--- config.mk ---
export PLATFORM = sky130hd
export DESIGN_NAME = cpu_fp_wb_arb
export DESIGN_NICKNAME = d
export VERILOG_FILES = /design/src/rtl/cpu_fp_wb_arb.sv
export SDC_FILE = /design/constraint.sdc
export NUM_CORES = 1
export LEC_CHECK = 0
export CAP_MARGIN = 20
export CORE_ASPECT_RATIO = 0.8
export CORE_MARGIN = 5
export CORE_UTILIZATION = 50
export CTS_CLUSTER_DIAMETER = 30
export DETAILED_ROUTE_END_ITERATION = 16
export GPL_TIMING_DRIVEN = 0
export PLACE_DENSITY = 0.82
export SLEW_MARGIN = 15
export SYNTH_ARGS = -nofsm -noshare
export SYNTH_HDL_FRONTEND = slang
export SYNTH_SLANG_ARGS = --single-unit
--- constraint.sdc ---
create_clock -name clk -period 7.6 [get_ports clk]
set_input_delay 0.76 -clock clk [delete_from_list [all_inputs] [get_ports clk]]
set_output_delay 0.76 -clock clk [all_outputs]
set_load 0.02 [all_outputs]
--- src/rtl/cpu_fp_wb_arb.sv ---
// FP writeback arbiter: merges the FP load unit (direct) and the FPU
// (through a DEPTH-entry FIFO) onto the single FP register-file write port.
// Single-precision results are NaN-boxed; a per-register pending mask is
// exported so issue logic can stall on FP RAW hazards.
// Optional feature: define CPU_FP_WB_FLUSH_EN to add the flush input.
module cpu_fp_wb_arb #(
  parameter int DEPTH      = 4,
  parameter int STARVE_MAX = 3
) (
  input  logic                     clk,
  input  logic                     rst,
`ifdef CPU_FP_WB_FLUSH_EN
  input  logic                     flush,
`endif
  input  logic                     ld_valid,
  output logic                     ld_ready,
  input  logic [4:0]               ld_addr,
  input  logic [63:0]              ld_data,
  input  logic                     ld_sp,
  input  logic                     fpu_valid,
  output logic                     fpu_ready,
  input  logic [4:0]               fpu_addr,
  input  logic [63:0]              fpu_data,
  input  logic                     fpu_sp,
  output logic                     wr_en,
  output logic [4:0]               wr_addr,
  output logic [63:0]              wr_data,
  output logic [31:0]              pending,
  output logic [$clog2(DEPTH):0]   fifo_cnt
);

  localparam int PW = $clog2(DEPTH);
  localparam int CW = PW + 1;
  localparam int SW = $clog2(STARVE_MAX + 1);

  // FIFO storage: no reset needed, slot validity is tracked in vld_reg
  logic [4:0]        addr_mem [DEPTH];
  logic [63:0]       data_mem [DEPTH];
  logic [DEPTH-1:0]  vld_reg;
  logic [PW-1:0]     wr_ptr_reg;
  logic [PW-1:0]     rd_ptr_reg;
  logic [CW-1:0]     cnt_reg;
  logic [SW-1:0]     starve_cnt_reg;
  logic              wr_en_reg;
  logic [4:0]        wr_addr_reg;
  logic [63:0]       wr_data_reg;

  logic              flush_w;
  logic              fifo_empty;
  logic              starve_hit;
  logic              ld_win;
  logic              head_deq;
  logic              enq;
  logic [63:0]       ld_boxed;
  logic [63:0]       fpu_boxed;
  logic [31:0]       slot_mask [DEPTH];

`ifdef CPU_FP_WB_FLUSH_EN
  assign flush_w = flush;
`else
  assign flush_w = 1'b0;
`endif

  assign fifo_empty = (cnt_reg == '0);
  // Head has lost STARVE_MAX times in a row: load is blocked this cycle
  assign starve_hit = !fifo_empty && (starve_cnt_reg == SW'(STARVE_MAX));

  // Ready signals depend only on registered state (and flush), never on valid
  assign ld_ready  = ~starve_hit & ~flush_w;
  assign fpu_ready = (cnt_reg < CW'(DEPTH)) & ~flush_w;

  assign ld_win   = ld_valid & ld_ready;
  assign head_deq = ~fifo_empty & ~ld_win & ~flush_w;
  assign enq      = fpu_valid & fpu_ready;

  assign ld_boxed  = ld_sp  ? {32'hFFFF_FFFF, ld_data[31:0]}  : ld_data;
  assign fpu_boxed = fpu_sp ? {32'hFFFF_FFFF, fpu_data[31:0]} : fpu_data;

  // FIFO payload write; boxed value is stored so the dequeue path is a plain copy
  always_ff @(posedge clk) begin
    if (enq) begin
      addr_mem[wr_ptr_reg] <= fpu_addr;
      data_mem[wr_ptr_reg] <= fpu_boxed;
    end
  end

  // Control state: pointers, occupancy, starvation counter, output register
  always_ff @(posedge clk or posedge rst) begin
    if (rst) begin
      vld_reg        <= '0;
      wr_ptr_reg     <= '0;
      rd_ptr_reg     <= '0;
      cnt_reg        <= '0;
      starve_cnt_reg <= '0;
      wr_en_reg      <= 1'b0;
      wr_addr_reg    <= '0;
      wr_data_reg    <= '0;
    end else if (flush_w) begin
      vld_reg        <= '0;
      wr_ptr_reg     <= '0;
      rd_ptr_reg     <= '0;
      cnt_reg        <= '0;
      starve_cnt_reg <= '0;
      wr_en_reg      <= 1'b0;
    end else begin
      // Dequeue clears before enqueue sets; they only share a slot when
      // empty or full, and then only one of them can happen.
      if (head_deq) begin
        vld_reg[rd_ptr_reg] <= 1'b0;
        rd_ptr_reg          <= rd_ptr_reg + 1'b1;
      end
      if (enq) begin
        vld_reg[wr_ptr_reg] <= 1'b1;
        wr_ptr_reg          <= wr_ptr_reg + 1'b1;
      end
      case ({enq, head_deq})
        2'b10:   cnt_reg <= cnt_reg + 1'b1;
        2'b01:   cnt_reg <= cnt_reg - 1'b1;
        default: cnt_reg <= cnt_reg;
      endcase
      if (fifo_empty || head_deq)
        starve_cnt_reg <= '0;
      else if (ld_win)
        starve_cnt_reg <= starve_cnt_reg + 1'b1;
      wr_en_reg <= ld_win | head_deq;
      if (ld_win) begin
        wr_addr_reg <= ld_addr;
        wr_data_reg <= ld_boxed;
      end else if (head_deq) begin
        wr_addr_reg <= addr_mem[rd_ptr_reg];
        wr_data_reg <= data_mem[rd_ptr_reg];
      end
    end
  end

  // Per-slot one-hot destination masks for the pending vector
  generate
    for (genvar gi = 0; gi < DEPTH; gi++) begin : g_slot
      assign slot_mask[gi] = vld_reg[gi] ? (32'd1 << addr_mem[gi]) : 32'd0;
    end
  endgenerate

  // Pending: output register target plus every valid FIFO entry
  always_comb begin
    pending = wr_en_reg ? (32'd1 << wr_addr_reg) : 32'd0;
    for (int i = 0; i < DEPTH; i++)
      pending = pending | slot_mask[i];
  end

  assign wr_en    = wr_en_reg;
  assign wr_addr  = wr_addr_reg;
  assign wr_data  = wr_data_reg;
  assign fifo_cnt = cnt_reg;

endmodule
=== After elaboration in Yosys (flattened, before gate mapping) ===
Memory sizes are Yosys's and may differ from the RTL's.
Cells that the tools add are included.

* Add/subtract/negate cells: 5
* Multiply operators: 0
* Div/mod/pow operators: 0
* $lt $le $gt $ge: 5
* Equal/unequal tests: 3
* Shift-type cells: 5
* Mux-type cells: 22
* Bitwise logic cells: 14
* Reductions and logical operators: 9

{| class="wikitable"
|+ Operators by type and width
! cell !! count
|-
| $mux 64 || 4
|-
| $mux 32 || 5
|-
| $shl 1x5->32 const A || 5
|-
| $or 32x32->32 || 4
|-
| $mux 5 || 2
|-
| $mux 4 || 2
|-
| $add 2x1->2 const B || 3
|-
| $lt 2x3->1 const B || 2
|-
| $pmux 3 s2 || 1
|-
| $reduce_bool 2->1 || 3
|-
| $and 4x4->4 || 1
|-
| $demux 1 s2 || 2
|-
| $eq 2x2->1 const B || 2
|-
| $ge 2x1->1 const B || 2
|-
| $mux 1 || 4
|-
| $mux 2 || 2
|-
| $not 4->4 || 1
|-
| $or 4x4->4 || 1
|-
| $add 3x1->3 const B || 1
|-
| $and 1x1->1 || 3
|-
| $logic_and 1x1->1 || 3
|-
| $logic_not 3->1 || 1
|-
| $lt 3x3->1 const B || 1
|-
| $not 1->1 || 3
|-
| other kinds (5) || 5
|}

* Register bits after elaboration: 83
* Latch bits: 0
* Bits in writable memories: 276
* Bits in read-only memories: 0
* Output and inout bits: 107
* Logic and storage cells: 73
* Memories kept: 2

{| class="wikitable"
|+ Memory list
! memory !! depth !! bits a word !! read ports !! clocked after memory_dff !! write ports !! RTL line !! RTL
|-
| data_mem || 4 || 64 || 1 || 0 || 1 || 38 || <nowiki>logic [63:0] data_mem [DEPTH];</nowiki>
|-
| addr_mem || 4 || 5 || 5 || 0 || 1 || 37 || <nowiki>logic [4:0] addr_mem [DEPTH];</nowiki>
|}

=== Depth between registers and ports, before layout ===
Gate-level depths: netlist of run 1.

* Word-level depth: 10
* Gate-level depth with buffers: 10
* Mapped depth without buffers: 9

=== Least setup slack after synthesis of run 1 ===
Ideal clock, no wire load.

* Path type: in2reg
* Start: in fpu_valid
* End: mem addr_mem[0][0] (enable)
* Library setup time: 435 ps
* Data arrival time: 2769 ps
* Required time: 7165 ps
* Setup slack: 4396 ps
* Stages on the path: 3
* Cell sequence: nor2b_1 > clkbuf_1 > and2_1

* Word-level cells in the longest chain between the ends: 3

{| class="wikitable"
|+ RTL lines
! what !! RTL line !! RTL
|-
| start, declared || 20 || <nowiki>input logic fpu_valid,</nowiki>
|-
| $and 1x1->1 || 74 || <nowiki>assign enq = fpu_valid & fpu_ready;</nowiki>
|-
| $mux 1 || 81 || <nowiki>if (enq) begin</nowiki>
|-
| $mux 1 (not written as such) || 82 || <nowiki>addr_mem[wr_ptr_reg] <= fpu_addr;</nowiki>
|-
| end, declared || 37 ||
|}

No other way between the ends.

=== Worst setup path in the final report of run 1 ===
* Start: reg vld_reg[3]
* End: out pending[16]

* Word-level cells in the longest chain between the ends: 2

{| class="wikitable"
|+ RTL lines
! what !! RTL line !! RTL
|-
| start, declared || 39 || <nowiki>logic [DEPTH-1:0] vld_reg;</nowiki>
|-
| start signal, assigned || 90 || <nowiki>vld_reg <= '0;</nowiki>
|-
| start signal, assigned || 99 || <nowiki>vld_reg <= '0;</nowiki>
|-
| start signal, assigned by index || 109 || <nowiki>vld_reg[rd_ptr_reg] <= 1'b0;</nowiki>
|-
| $mux 32 || 139 || <nowiki>assign slot_mask[gi] = vld_reg[gi] ? (32'd1 << addr_mem[gi]) : 32'd0;</nowiki>
|-
| $or 32x32->32 || 147 || <nowiki>pending = pending | slot_mask[i];</nowiki>
|-
| end, declared || 28 || <nowiki>output logic [31:0] pending,</nowiki>
|}

No other way between the ends.

==> results of run 1 <==
-- synth_stat cells (10+ instances only) --
master | number | share of area
a22oi_1 | 24 | 0.012
clkbuf_1 | 36 | 0.0087
nand2_1 | 45 | 0.011
mux4_2 | 69 | 0.10
ha_1 | 10 | 0.0081
a221o_1 | 37 | 0.024
and3_1 | 37 | 0.015
o22ai_1 | 27 | 0.011
buf_2 | 16 | 0.0052
edfxtp_1 | 276 | 0.54
nor2_1 | 48 | 0.012
or3_1 | 15 | 0.0061
and4bb_2 | 10 | 0.0081
nand4b_1 | 14 | 0.0079
dfrtp_1 | 83 | 0.13
o211ai_1 | 30 | 0.015
inv_1 | 11 | 0.0027
nor2b_1 | 16 | 0.0065
or2_2 | 34 | 0.014
nand2b_1 | 15 | 0.0061
nand3_1 | 55 | 0.018
-- stage by stage --
stage | power [mW] | hold WS [ns] | instances | utilization | instance area (um^2)
after floorplan | 4.22 | 0.419 | 982 | - | 15500
after global placement | 5.18 | 0.431 | 1645 | 0.607 | 18500
after detailed placement | 5.26 | 0.449 | 1650 | 0.612 | 18600
after CTS | 7.95 | 0.456 | 1760 | 0.679 | 20700
after global routing | 8.24 | 0.459 | 1761 | 0.679 | 20700
final | 7.91 | 0.452 | 1762 | 0.679 | 20700
-- area by class of cell --
cell class / count / area [um^2]
Clock buffer: 64 / 1530
Inverter: 11 / 43.8
Tap cell: 413 / 517
Fill cell: 2054 / 9770
Clock inverter: 46 / 504
Buffer: 64 / 318
Sequential cell: 359 / 10400
Multi-Input combinational cell: 548 / 4760
Antenna cell: 1 / 2.50
Timing Repair Buffer: 256 / 2650
-- cell usage in the layout (no fill, tap or decap), drive strengths merged, types with 24 or more instances in the layout --
cell type,netlist,routed
a221o,37,37
a22oi,24,24
and3,37,37
buf,27,32
clkbuf,37,102
clkdlybuf4s50,0,250
dfrtp,83,83
edfxtp,276,276
inv,11,29
mux4,69,69
nand2,46,46
nand3,55,55
nor2,48,48
o211ai,30,30
o22ai,27,27
or2,34,34
-- per-layer routing --
layer  global-route usage  wire length [um]  vias up
met5                    0                27        -
met4               0.0604               918        4
met3               0.0603              3980       81
met2                0.412             21300      566
met1                0.355             17700     5453
li1                     -                 -     4606
-- where the power goes --
| group | leakage [nW] | total [mW] | internal, mW | switching, mW |
|---|---|---|---|---|
| registers | 3.45 | 2.76 | 2.53 | 0.229 |
| clock network | 0.971 | 2.66 | 1.66 | 1.00 |
| logic | 2.86 | 2.48 | 1.15 | 1.33 |
| total | 7.28 | 7.91 | 5.34 | 2.56 |
-- critical path, stage by stage, from the launching register on --
cell,delay [ns]
dfrtp_1,0.32
clkbuf_1,0.30
nor4bb_1,0.82
a22oi_1,0.15
nand3_1,0.19
clkdlybuf4s50_1,0.64
-- how the worst min path moves through the flow --
| stage | depth (start not counted) | endpoint | slack (ns) |
|---|---|---|---|
| 3_5_place_dp | 1 | starve_cnt_reg[0]$_DFFE_PP0P_ | 0.45 |
| 3_3_place_gp | 1 | starve_cnt_reg[0]$_DFFE_PP0P_ | 0.43 |
| 5_1_grt | 1 | starve_cnt_reg[0]$_DFFE_PP0P_ | 0.46 |
| 6_report | 1 | starve_cnt_reg[0]$_DFFE_PP0P_ | 0.45 |
| 4_1_cts | 1 | starve_cnt_reg[0]$_DFFE_PP0P_ | 0.46 |
| 2_1_floorplan | 1 | starve_cnt_reg[0]$_DFFE_PP0P_ | 0.42 |
-- cells by family (layout without fill, tap and decap cells) --
family / count (synthesis) / after routing
flip-flops: 359 / 359
AND/OR/NAND/NOR: 323 / 323
AO/OA/AOI/OAI: 139 / 139
buffers and inverters: 75 / 441
multiplexers: 70 / 70
adder cells (fa/ha/maj): 11 / 11
XOR/XNOR: 5 / 5
other: 0 / 1
==> key figures, run 1 <==
Clock tree
  – Clock sinks: 359
  – Post CTS Setup Buffer Count: 0
  – Post-CTS Resized: 0
  – Clock tree buffer depth: 3
  – H-tree depth reported by CTS: 2
  – Root buffer cell: clkbuf_16
  – Clock transition at the registers of the reported paths: 0.06 ns
  – Hold-fix buffers at CTS: 0
  – Clk_lat worst skew: 0.58 ns
  – CTS Buf Count: 58
  – TritonCTS clock tree: done

Synthesis
  – Ys async rst share: 0.231
  – Syn. warnings: 0
  – FF+latch count, synth: 359
  – Synth Area in Simple Gates: 0.121
  – Most used DFF post-synth: edfxtp_1
  – Largest family of logic cells by synthesized area: simple AND/OR/NAND/NOR gates
  – Adder-Cell Fraction of Synth Area: 0.00938
  – Syn nets: 1137
  – EDFF count, synth: 276
  – Cells after Synth: 982
  – Synth cell types: 48
  – Mux cell area share after synthesis: 0.101
  – Synth Area per Inst: 15.8 um^2
  – Synth Area in Compound Gates: 0.0726
  – Post-synthesis xor/xnor area fraction: 0.00283
  – Register area share after synthesis: 0.670
  – Post-Syn Area: 0.0155 mm^2

Detailed routing
  – Pre-antenna DRT Iters: 6
  – WL final: 43900 um
  – DR iter-0 viols: 952
  – Vias: 10.7k
  – Routed Antenna Nets: 0
  – Routed wire length per instance: 24.9 um
  – Vias per inst: 6.08
  – Residual DRC count: 0

STA
  – Hold Vio Cnt, Final: 0
  – Max Slew Vio Count: 0
  – Least-Margin Pin Slew: 0.974 ns
  – Setup WS post-layout: 3.85 ns
  – RSZ-0062 raised after global routing: false
  – Total negative slack: 0 ns
  – Final clock skew: 0.0261 ns
  – Final period util: 0.494
  – Post-layout min period: 3.75 ns
  – Max Fclk: 267 MHz
  – Max-slew headroom: 0.342
  – Final setup viols: 0

Critical path
  – Startpoint Class: flop
  – Worst Setup SP: vld_reg[3]$_DFF_PP0_
  – Reg-to-Reg Start: fifo_cnt[2]$_DFFE_PP0P_
  – Critical Path End Type: primary output
  – R2R cell count: 9
  – Critical Path RT: 6.84 ns
  – Reg2reg end: fifo_cnt[2]$_DFFE_PP0P_
  – Setup CP Type: flop to primary output
  – Crit path to: pending[16]
  – Crit Path Max Fanout: 9
  – Minimum setup slack among reg-to-reg paths: 5.10 ns
  – Worst path arrival time: 2.99 ns

Layout
  – Layout cells sized above 1: 0.194
  – Max FFs per register: 256
  – Area delta synth->final: 33.7%
  – Final nets: 1453

Hold path
  – Hold_sp: starve_cnt_reg[0]$_DFFE_PP0P_
  – HP Class: flop to flop

Power
  – Worst vdd ir: 0.251 mV
  – Lkg Pwr: 7.28 nW
  – P per Cell Area: 382 mW/mm^2

Global routing
  – First-pass GRT wire length: 67600 um
  – Gr usage total: 0.255
  – Number of global-route vias before repair: 11.3k
  – Initial antenna violation count: 3
  – Total grt overflow: 0
  – Largest net degree at the start of global routing: 46

Floorplan
  – Chip Height: 167 um
  – I/O pin count: 251
  – # rows: 57
  – Core region area: 0.0305 mm^2
  – Die area: 0.0346 mm^2
  – Starting Density: 0.508
  – Die span in x: 207 um

Run status
  – Status: finished, final reports clean

Placed design
  – Final HPWL DP: 29400 um
  – Gpl congestion: 0.900
  – Port-buffer cells: 250
  – Placement Setup Slack: 4.08 ns

Run
  – Max cap viols: 0
(Power assumes the default switching activity.)
==> run 2: changes to the inputs <==
==> constraint.sdc (replaced) <==
create_clock -name clk -period 3.8 [get_ports clk]
set_input_delay 0.38 -clock clk [delete_from_list [all_inputs] [get_ports clk]]
set_output_delay 0.38 -clock clk [all_outputs]
set_load 0.02 [all_outputs]
==> results of run 2 <==
The final DEF is identical to that of run 1. Status: finished, final reports clean.
Main changes from that run: setup slack after placement 4.08 ns -> 0.664 ns; setup slack after layout 3.85 ns -> 0.429 ns; hold slack 0.452 ns -> 0.229 ns; register-to-register setup slack 5.10 ns -> 1.30 ns; total power 7.91 mW -> 15.8 mW; worst IR drop on VDD 0.251 mV -> 0.503 mV
